--- src/rtl/bcd_disp_pkg.sv ---
// bcd_disp_pkg: scan-state type and seven-segment glyph constants for the BCD display scanner
package bcd_disp_pkg;
    typedef enum logic [1:0] {DIG0, DIG1, DIG2} scan_e;
    localparam logic [6:0] SEG_0     = 7'h3F;
    localparam logic [6:0] SEG_1     = 7'h06;
    localparam logic [6:0] SEG_2     = 7'h5B;
    localparam logic [6:0] SEG_3     = 7'h4F;
    localparam logic [6:0] SEG_4     = 7'h66;
    localparam logic [6:0] SEG_5     = 7'h6D;
    localparam logic [6:0] SEG_6     = 7'h7D;
    localparam logic [6:0] SEG_7     = 7'h07;
    localparam logic [6:0] SEG_8     = 7'h7F;
    localparam logic [6:0] SEG_9     = 7'h6F;
    localparam logic [6:0] SEG_DASH  = 7'h40;
    localparam logic [6:0] SEG_BLANK = 7'h00;
endpackage

--- src/rtl/seg7_decode.sv ---
// seg7_decode: plain 0-9 nibble to {g,f,e,d,c,b,a} glyph; non-decimal codes are left dark for the parent to override
module seg7_decode
    import bcd_disp_pkg::*;
(
    input  logic [3:0] nib_i,
    output logic [6:0] seg_o
);
    // glyph lookup
    always_comb begin
        case (nib_i)
            4'd0:    seg_o = SEG_0;
            4'd1:    seg_o = SEG_1;
            4'd2:    seg_o = SEG_2;
            4'd3:    seg_o = SEG_3;
            4'd4:    seg_o = SEG_4;
            4'd5:    seg_o = SEG_5;
            4'd6:    seg_o = SEG_6;
            4'd7:    seg_o = SEG_7;
            4'd8:    seg_o = SEG_8;
            4'd9:    seg_o = SEG_9;
            default: seg_o = SEG_BLANK;
        endcase
    end
endmodule

--- src/rtl/bcd_display_scan.sv ---
// bcd_display_scan: multiplexed three-digit BCD seven-segment driver with leading-zero blanking and sticky error flag
module bcd_display_scan
    import bcd_disp_pkg::*;
#(
    parameter int DIV      = 50000,
    parameter bit BLANK_LZ = 1'b1
)
(
    input  logic        clk,
    input  logic        rst,
    input  logic        load,
    input  logic [11:0] bcd,
    output logic [6:0]  seg,
    output logic [2:0]  an,
    output logic        err
);
    localparam int CW = (DIV > 1) ? $clog2(DIV) : 1;

    logic [11:0]   bcd_q, bcd_d;
    logic          err_q, err_d;
    logic [CW-1:0] cnt_q, cnt_d;
    logic          tick;
    scan_e         state_q, state_d;
    logic [2:0]    an_q, an_d;
    logic          bad_in;
    logic [3:0]    nib;
    logic [6:0]    dec;
    logic          inv;
    logic          blank;

    assign bad_in  = (bcd[3:0] > 4'd9) | (bcd[7:4] > 4'd9) | (bcd[11:8] > 4'd9);
    assign bcd_d   = load ? bcd : bcd_q;
    assign err_d   = err_q | (load & bad_in);
    assign tick    = (cnt_q == CW'(DIV - 1));
    assign cnt_d   = tick ? '0 : cnt_q + CW'(1);
    assign state_d = (state_q == DIG0) ? DIG1 : (state_q == DIG1) ? DIG2 : DIG0;
    assign an_d    = (state_d == DIG0) ? 3'b001 : (state_d == DIG1) ? 3'b010 : 3'b100;

    // capture register and sticky invalid-digit flag
    always_ff @(posedge clk or posedge rst) begin
        if (rst) begin
            bcd_q <= '0;
            err_q <= 1'b0;
        end else begin
            bcd_q <= bcd_d;
            err_q <= err_d;
        end
    end

    // refresh prescaler, wraps after DIV cycles
    always_ff @(posedge clk or posedge rst) begin
        if (rst) cnt_q <= '0;
        else     cnt_q <= cnt_d;
    end

    // digit scan FSM with registered one-hot anode enable
    always_ff @(posedge clk or posedge rst) begin
        if (rst) begin
            state_q <= DIG0;
            an_q    <= 3'b001;
        end else if (tick) begin
            state_q <= state_d;
            an_q    <= an_d;
        end
    end

    assign nib = (state_q == DIG0) ? bcd_q[3:0] : (state_q == DIG1) ? bcd_q[7:4] : bcd_q[11:8];

    seg7_decode u_dec (
        .nib_i (nib),
        .seg_o (dec)
    );

    // invalid digits always show a dash so they are never hidden by blanking
    assign inv   = nib > 4'd9;
    assign blank = BLANK_LZ && !inv &&
                   (((state_q == DIG2) && (bcd_q[11:8] == 4'd0)) ||
                    ((state_q == DIG1) && (bcd_q[11:8] == 4'd0) && (bcd_q[7:4] == 4'd0)));
    assign seg   = inv ? SEG_DASH : blank ? SEG_BLANK : dec;
    assign an    = an_q;
    assign err   = err_q;
endmodule

--- config.mk ---
export PLATFORM = sky130hd
export DESIGN_NAME = bcd_display_scan
export DESIGN_NICKNAME = d
export VERILOG_FILES = /design/src/rtl/bcd_disp_pkg.sv /design/src/rtl/seg7_decode.sv /design/src/rtl/bcd_display_scan.sv
export SDC_FILE = /design/constraint.sdc
export NUM_CORES = 1
export LEC_CHECK = 0
export CAP_MARGIN = 20
export CORE_UTILIZATION = 60
export CTS_CLUSTER_SIZE = 20
export DETAILED_ROUTE_END_ITERATION = 6
export DONT_BUFFER_PORTS = 1
export HOLD_SLACK_MARGIN = 0.15
export MAX_ROUTING_LAYER = met4
export PLACE_DENSITY = 0.78
export REMOVE_ABC_BUFFERS = 1
export SYNTH_ARGS = -nofsm -noshare
export SYNTH_HDL_FRONTEND = slang
export SYNTH_HIERARCHICAL = 1
export SYNTH_SLANG_ARGS = --single-unit
export TNS_END_PERCENT = 30
--- constraint.sdc ---
create_clock -name clk -period 3.1 [get_ports clk]
set_clock_uncertainty 0.1 [all_clocks]
set_input_delay 0 -clock clk [delete_from_list [all_inputs] [get_ports clk]]
set_output_delay 0 -clock clk [all_outputs]
set_load 0.03 [all_outputs]
# Word level (Yosys, flattened, before mapping)
# Memory sizes are Yosys's and may differ from the RTL's.
# Cells that the tools add are included.
# classes
n_addsub	1
order_cmp	4
eq_ne	4
muxes	9
bitwise_logic	4
n_reduce_logical	10
# op_table
cell	count
$add 16x1->16 const B	1
$eq 16x16->1 const B	1
$gt 4x4->1 const B	4
$mux 16	1
$mux 7	2
$logic_not 4->1	2
$mux 4	2
$mux 3	2
$eq 2x1->1 const B	2
$logic_and 1x1->1	4
$logic_not 2->1	2
$mux 2	2
$or 1x1->1	3
$eq 2x2->1 const B	1
$and 1x1->1	1
$logic_not 1->1	1
$logic_or 1x1->1	1
# totals
register_bits	34
rom_bits	112
elab_cells	38
n_memories	1
# mem_list
name	depth	word_bits	read_ports	rd_clocked_by_memory_dff	wr	line	text
(no name shown)	16	7	1	0	0	seg7_decode.sv:10	case (nib_i)

# Depth between registers and ports, before layout
# Gate-level depths: netlist of run 1.
# logic_depth
word_depth	8
depth_mapped	9
mapped_depth_nobuf	8

# Modules after synthesis
# The synthesis of run 1 kept the hierarchy.
# modules_own_cells
mod	instances	cells_each	area_each_um2	seq_area_each_um2
bcd_display_scan	1	138	1591.5	802.0
seg7_decode	1	28	220.2	0.0

# Worst setup path after synthesis of run 1
# No wires, ideal clock.
# synth_path
path_type	reg2out
from	reg state_q[0]
to	out seg[0]
arrival_time_ps	2771
t_required_ps	3000
slack_ps	229
path_stages_with_launch	10
n_path_buf	1
path_cell_list	dfrtp_1 > buf_6 > mux2i_1 > o21ai_0 > inv_1 > ha_1 > nor2_1 > a21oi_1 > o22ai_1 > nor3b_1
# synth_rtl
item	line	text
start: declaration	bcd_display_scan.sv:23	scan_e state_q, state_d;
start signal: assignment	bcd_display_scan.sv:62	state_q <= state_d;
$eq 2x1->1	bcd_display_scan.sv:67	assign nib = (state_q == DIG0) ? bcd_q[3:0] : (state_q == DIG1) ? bcd_q[7:4] : bcd_q[11:8];
$mux 4	bcd_display_scan.sv:67	
$mux 4 (*)	bcd_display_scan.sv:67	
via nib[1]	bcd_display_scan.sv:26	logic [3:0] nib;
$mem_v2 16x7 (*)	--	
via dec[0]	bcd_display_scan.sv:27	logic [6:0] dec;
$mux 7 (*) (2 in a row)	bcd_display_scan.sv:79	assign seg = inv ? SEG_DASH : blank ? SEG_BLANK : dec;
end: declaration	bcd_display_scan.sv:13	output logic [6:0] seg,
# Mark *: on every way through the listed nets, which the timed path passes. The rest lies on a longest branch.

# Final worst setup path of run 1
# layout_path
from	reg state_q[0]
to	out seg[1]
# The elaborated chain is that of the path after synthesis.

==> impl_metrics.ini, run 1 <==
[sta]
clock.fmax_mhz = 377
rsz0062_at_grt = false
tightest_slew_ps = 764
fin_crit_sh = 0.856
min_period_ps = 2650
maxSlewViolCount = 0
fin_setup_tns_ps = 0
relSlewSlack = 0.487
hold_violations = 0
setup_viol = 0

[critical_path]
cp_cell_sequence = buf_4 -> mux2i_1 -> o21ai_0 -> inv_1 -> ha_1 -> o21ai_0 -> nor3b_1 -> buf_4
critical_path.max_stage_delay_ps = 410
worstPathMaxFanout = 8
cp_slowest_cell = dfrtp_1
critPathArrivalTime_ps = 2550
crit_required_ps = 3000
cp-start-kind = register
critical_path_class = register to output port
cp-end-kind = output port

[placement]
dpl.hpwl_um = 2390
place.gp.congestion = 0.888
port_buffers = 0
placed_area_um2 = 1860

[drt]
wl_per_cell_um = 18.5
viasPerCell = 6.25
drt_first_pass_iters = 6
drc_errors = 4
drt-total-wl_um = 4140
drtAntennaViolNets = 0
via_count = 1399
drt_iter0_markers = 63

[clocking]
cts-root-buf = clkbuf_4
post_cts_buffers = 0
cts_tree = yes
insertion_delay_ps = 340
cts_buffers = 5
clk_pin_slew_ps = 100
clock_sinks = 32
cts_max_path_buffers = 2
htree_num_levels = 2

[final_layout]
area_growth_pct = 17.5
design_area_um2 = 2130
layout-drive-gt1-share = 0.207
antenna_cells = 0
nNetsFinal = 214

[grt]
overflow = 0
grt_pass1_wl_um = 6960
grt_max_degree = 19
antenna_found_initial = 0
grt_pass1_vias = 1486
grtUsageMet2 = 0.462
gr-usage-all-layers = 0.300
gr-usage-met1 = 0.358
busiest_layer = met2
grt_use_met3 = 0.0884

[floorplan]
initial_utilization = 0.646
die_h_um = 57.0
dieArea_um2 = 3240
ios = 26
num_rows = 19
fp.dieW_um = 57.0
core_area_um2 = 2810

[synth]
synth_top_area_frac = 0.428
synth_area_leaders = dfrtp_1 (43%), mux2_2 (8.1%), ha_1 (4.8%)
avgSynthCellArea_um2 = 10.9
synth.cell_area_um2 = 1810
yosys_warnings = 6
synth_top_cell_by_area = dfrtp_1
postSynthCellCount = 166
synth_seq_cells = 32
ys_types = 40
synth-seq-area-share = 0.443

[power]
p_total_uw = 986
total_leakage_power_uw = 0.000919
power.density_nw_per_um2 = 463
ir_drop_v = 0.000471

[worst_hold_path]
hp-class = primary input to register

[run_status]
violations = design-rule violations
status = complete, but fails checks

[run]
maxCapViolCount = 0
## registers in the layout, indices dropped and copies added (netlist names)
register,flops
an,1
bcd_q,12
cnt_q,16
err,1
state_q,2
## critical path, delay by kind of cell, from the launching register on
kind / cells / cell delay [ps]
adders and majority gates: 1 / 340
buffers and inverters: 3 / 580
muxes: 1 / 140
DFF: 1 / 410
AOI/OAI and AO/OA: 2 / 530
and+or+nand+nor: 1 / 210
## cell usage in the layout, fill, tap and decap left out, drive strengths merged, types with 8 or more instances in the layout
cell,n
clkbuf,8
o21ai,13
mux2,13
buf,9
dlygate4sd3,17
dfrtp,31
nand2,9
inv,9
## power by group
part           switching [µW]  internal, µW  leakage (µW)
clock network             146           214     0.0000515
registers                12.3           433      0.000396
logic                    99.4          81.4      0.000471
total                     258           728      0.000919
## path summary, 6_finish.rpt
path                                             start                    end  slack, ps  cells after the start
worst max-delay path            state_q[0]$_DFFE_PP0N_                 seg[1]        450                      8
worst max register to register      cnt_q[0]$_DFF_PP0_      an[0]$_DFFE_PP1N_       1010                      4
min in group asynchronous                          rst     cnt_q[8]$_DFF_PP0_        660                      4
worst min register to register    bcd_q[2]$_DFFE_PP0P_   bcd_q[2]$_DFFE_PP0P_        430                      1
max in group asynchronous                          rst  bcd_q[11]$_DFFE_PP0P_       1150                      4
worst min-delay path                            bcd[3]   bcd_q[3]$_DFFE_PP0P_        250                      2
## metal layers
layer / share of wire / vias up
met5: 0 / -
met4: 0.031 / 0
met3: 0.074 / 13
met2: 0.49 / 57
met1: 0.40 / 683
li1: - / 646
## layout make-up
class                      instances  area [µm²]
timing repair buffer              27         265
fill                             169         677
multi-input combinational        117         893
tap                               31        38.8
inverter                           9        33.8
clock buffer                       7        65.1
sequential                        32         802
clock inverter                     1        30.0
## per-stage QoR
step                worst slack, ps  std cells  utilization  hold slack (ps)
floorplan                       150        158            -             15.5
global placement                732        197        0.652             21.2
detailed placement              556        198        0.661            -87.3
CTS                             162        223        0.756              238
global route                    238        224        0.759              237
finish                          445        224        0.759              252
## kinds of logic (layout without fill, tap and decap cells)
group,after synthesis,in the layout,synth area share
XOR/XNOR,11,11,0.0532
multiplexers,20,20,0.119
AND/OR/NAND/NOR,51,51,0.176
AO/OA/AOI/OAI,28,28,0.0960
flip-flops,32,32,0.443
adder cells (fa/ha/maj),7,7,0.0483
buffers and inverters,17,44,0.0642
## cells in the mapped netlist (all sizes together)
cell type,number
nand3,7
or4,1
a31o,1
nor4b,3
and2b,1
xnor2,7
nand2b,3
a21oi,4
inv,9
o21ai,13
and4,7
and3b,1
mux2i,7
a2bb2oi,1
xor2,4
nand4,3
buf,8
o22ai,5
a21o,2
nor3b,6
or2,1
o21a,1
o31a,1
or3,2
nor2,7
dfstp,1
dfrtp,31
ha,7
mux2,13
nand2,9
## what timing repair did
item,4_1_cts,5_1_grt
hold endpoints to repair,45,0
hold buffers,17,0
endpoints found under the setup margin,0,2
gates resized for setup,0,1
No activity file was read; power rests on OpenSTA's default activity.
==> inputs of run 2 (changes only) <==
MAX_ROUTING_LAYER = default   (was met4)
SKIP_LAST_GASP = 1   (was default)
SYNTH_HIERARCHICAL = default   (was 1)
==> run 2 against run 1 <==
The run now ends clean. Combinational power barely moved. Synthesized cell count fell by 9.0%. Highest routed layer unchanged. First-iteration DRC count fell by 29%. Flip-flop and latch count did not move. Maximum frequency fell by 9.7%. Register-to-register slack improved by 150 ps. Worst hold slack got worse by 21 ps. Global-route usage fell by 4.8 points. Sequential share of layout area rose by 0.60 points. Non-clock buffer count fell by 3.
==> impl_metrics.ini, run 2 <==
[run_status]
status = completed

[drt]
drt-total-wl_um = 3430
wl_per_cell_um = 16.4
drc_errors = 0
drtAntennaViolNets = 0
viasPerCell = 6.06
drt_iter0_markers = 45
via_count = 1273
drt_first_pass_iters = 4

[synth]
ys_types = 45
postSynthCellCount = 151
synth_top_area_frac = 0.435
synthFlopType = dfrtp_1
synthArstFlopShare = 1.00
yosys_warnings = 0
synth_area_leaders = dfrtp_1 (44%), mux2_2 (11%), ha_1 (4.9%)
avgSynthCellArea_um2 = 11.8
synth_common_cells = dfrtp_1 (31), mux2_2 (18), nor2_1 (11)
synth_top_cell_by_area = dfrtp_1
synth-seq-area-share = 0.450
synth.cell_area_um2 = 1780
synth_seq_cells = 32
synth-edff-count = 0
yosysMostFrequentCell = dfrtp_1

[final_layout]
layout-drive-gt1-share = 0.279
largest_reg_flops = 16
nNetsFinal = 200
mostFrequentLayoutCell = dfrtp_1
final_cell_mix = dfrtp_1 (30), mux2_2 (18), dlygate4sd3_1 (16)
area_growth_pct = 17.7
fill_cells = 197
design_area_um2 = 2100
reg.largest.list = cnt_q x16, bcd_q x12, state_q x2
largest-register = cnt_q
antenna_cells = 0

[sta]
tightest_slew_ps = 650
clock.fmax_mhz = 340
finalWorstSetupSlack_ps = 162
rsz0062_at_grt = false
fin_crit_sh = 0.948
maxSlewViolCount = 0
min_period_ps = 2940
relSlewSlack = 0.554
hold_violations = 0
setup_viol = 0
fin_setup_tns_ps = 0

[floorplan]
fp.dieW_um = 56.5
ios = 26
num_rows = 19
core_area_um2 = 2780
dieArea_um2 = 3190
initial_utilization = 0.641
die_h_um = 56.5

[critical_path]
critical_path.top_delay_family = multiplexers
cp_slowest_cell = dfrtp_2
critical_path_class = register to output port
critPathArrivalTime_ps = 2840
crit_required_ps = 3000
cp-end-kind = output port
worstPathMaxFanout = 9
critical_path.max_stage_delay_ps = 590
critPathBufInv = 1
cp-start-kind = register
cp_cell_sequence = mux2_4 -> mux2i_1 -> ha_1 -> mux2_2 -> a211oi_1 -> buf_4

[clocking]
cts-root-buf = clkbuf_4
post_cts_buffers = 0
insertion_delay_ps = 340
cts_buffers = 5
htree_num_levels = 2
clk_pin_slew_ps = 110
cts_tree = yes
cts_max_path_buffers = 2
clock_sinks = 32

[placement]
port_buffers = 0
dpl.hpwl_um = 2310
pre_cts_ws_ps = 388
place.gp.congestion = 0.815
placed_area_um2 = 1860

[grt]
gr-usage-met1 = 0.314
busiest_layer = met2
grtUsageMet2 = 0.435
grt_use_met3 = 0.0668
gr-usage-all-layers = 0.252
overflow = 0
grt_pass1_vias = 1310
grt_max_degree = 33
antenna_found_initial = 0
grt_pass1_wl_um = 6070

[power]
total_leakage_power_uw = 0.000896
ir_drop_v = 0.000520
power.density_nw_per_um2 = 454

[run]
maxCapViolCount = 0

[worst_hold_path]
hp-class = primary input to register
run 2: changes by cell type in the layout (fill, tap and decap cells not counted), moves of 4 or more:
cell | previous run | this run
o22ai_1 | 5 | 0
mux2_2 | 13 | 18
nor2_1 | 7 | 11
nor3b_1 | 6 | 0
o21ai_0 | 10 | 5
run 2: timing repair:
action | 4_1_cts | 5_1_grt
hold buffers | 16 | 0
resized for setup | 1 | 0
endpoints found under the hold margin | 45 | 0
endpoints found under the setup margin | 1 | 0
run 2: area by class of cell:
type | instances | area, µm² | share of cell area
well taps | 31 | 38.8 | 0.0185
inverters | 6 | 22.5 | 0.0107
multi-input cells | 109 | 933 | 0.445
flip-flops and latches | 32 | 803 | 0.383
repair buffers | 24 | 220 | 0.105
clock inverters | 3 | 42.5 | 0.0203
clock buffers | 5 | 37.5 | 0.0179
run 2: worst paths after layout:
| path | endpoint | cells after the start | startpoint | slack [ps] |
|---|---|---|---|---|
| max in group asynchronous | an[0]$_DFFE_PP1N_ | 4 | rst | 1960 |
| max reg2reg | state_q[0]$_DFFE_PP0N_ | 3 | cnt_q[12]$_DFF_PP0_ | 1160 |
| min | bcd_q[11]$_DFFE_PP0P_ | 2 | bcd[11] | 230 |
| min in group asynchronous | bcd_q[3]$_DFFE_PP0P_ | 4 | rst | 620 |
| max | seg[3] | 6 | state_q[0]$_DFFE_PP0N_ | 160 |
| min reg2reg | cnt_q[0]$_DFF_PP0_ | 1 | cnt_q[0]$_DFF_PP0_ | 350 |
run 2: per-layer routing:
layer / up-vias / share of wire
met1: 636 / 0.43
met2: 31 / 0.52
met3: 6 / 0.038
met4: 0 / 0.0084
li1: 600 / -
met5: - / 0
run 2: cells by family (layout without fill, tap and decap cells):
logic type | Yosys count | after routing | share of synthesized area
AND/OR/NAND/NOR | 45 | 45 | 0.151
flip-flops | 32 | 32 | 0.450
multiplexers | 27 | 27 | 0.187
AO/OA/AOI/OAI | 19 | 19 | 0.0828
XOR/XNOR | 11 | 11 | 0.0540
buffers and inverters | 10 | 38 | 0.0267
adder cells (fa/ha/maj) | 7 | 7 | 0.0491
run 2: report_power, final:
| part | internal, µW | switching [µW] | total [µW] |
|---|---|---|---|
| Combinational | 82.8 | 99.3 | 182 |
| Clock | 168 | 155 | 323 |
| Sequential | 433 | 13.5 | 446 |
run 2: through the flow:
stage,std cells,util,hold WS [ps],total power [µW]
after global routing,210,0.754,225,986
after global placement,186,0.668,-111,611
after CTS,210,0.754,228,950
final,210,0.754,231,952
after floorplan,147,-,15.5,575
after detailed placement,186,0.668,-88.1,618
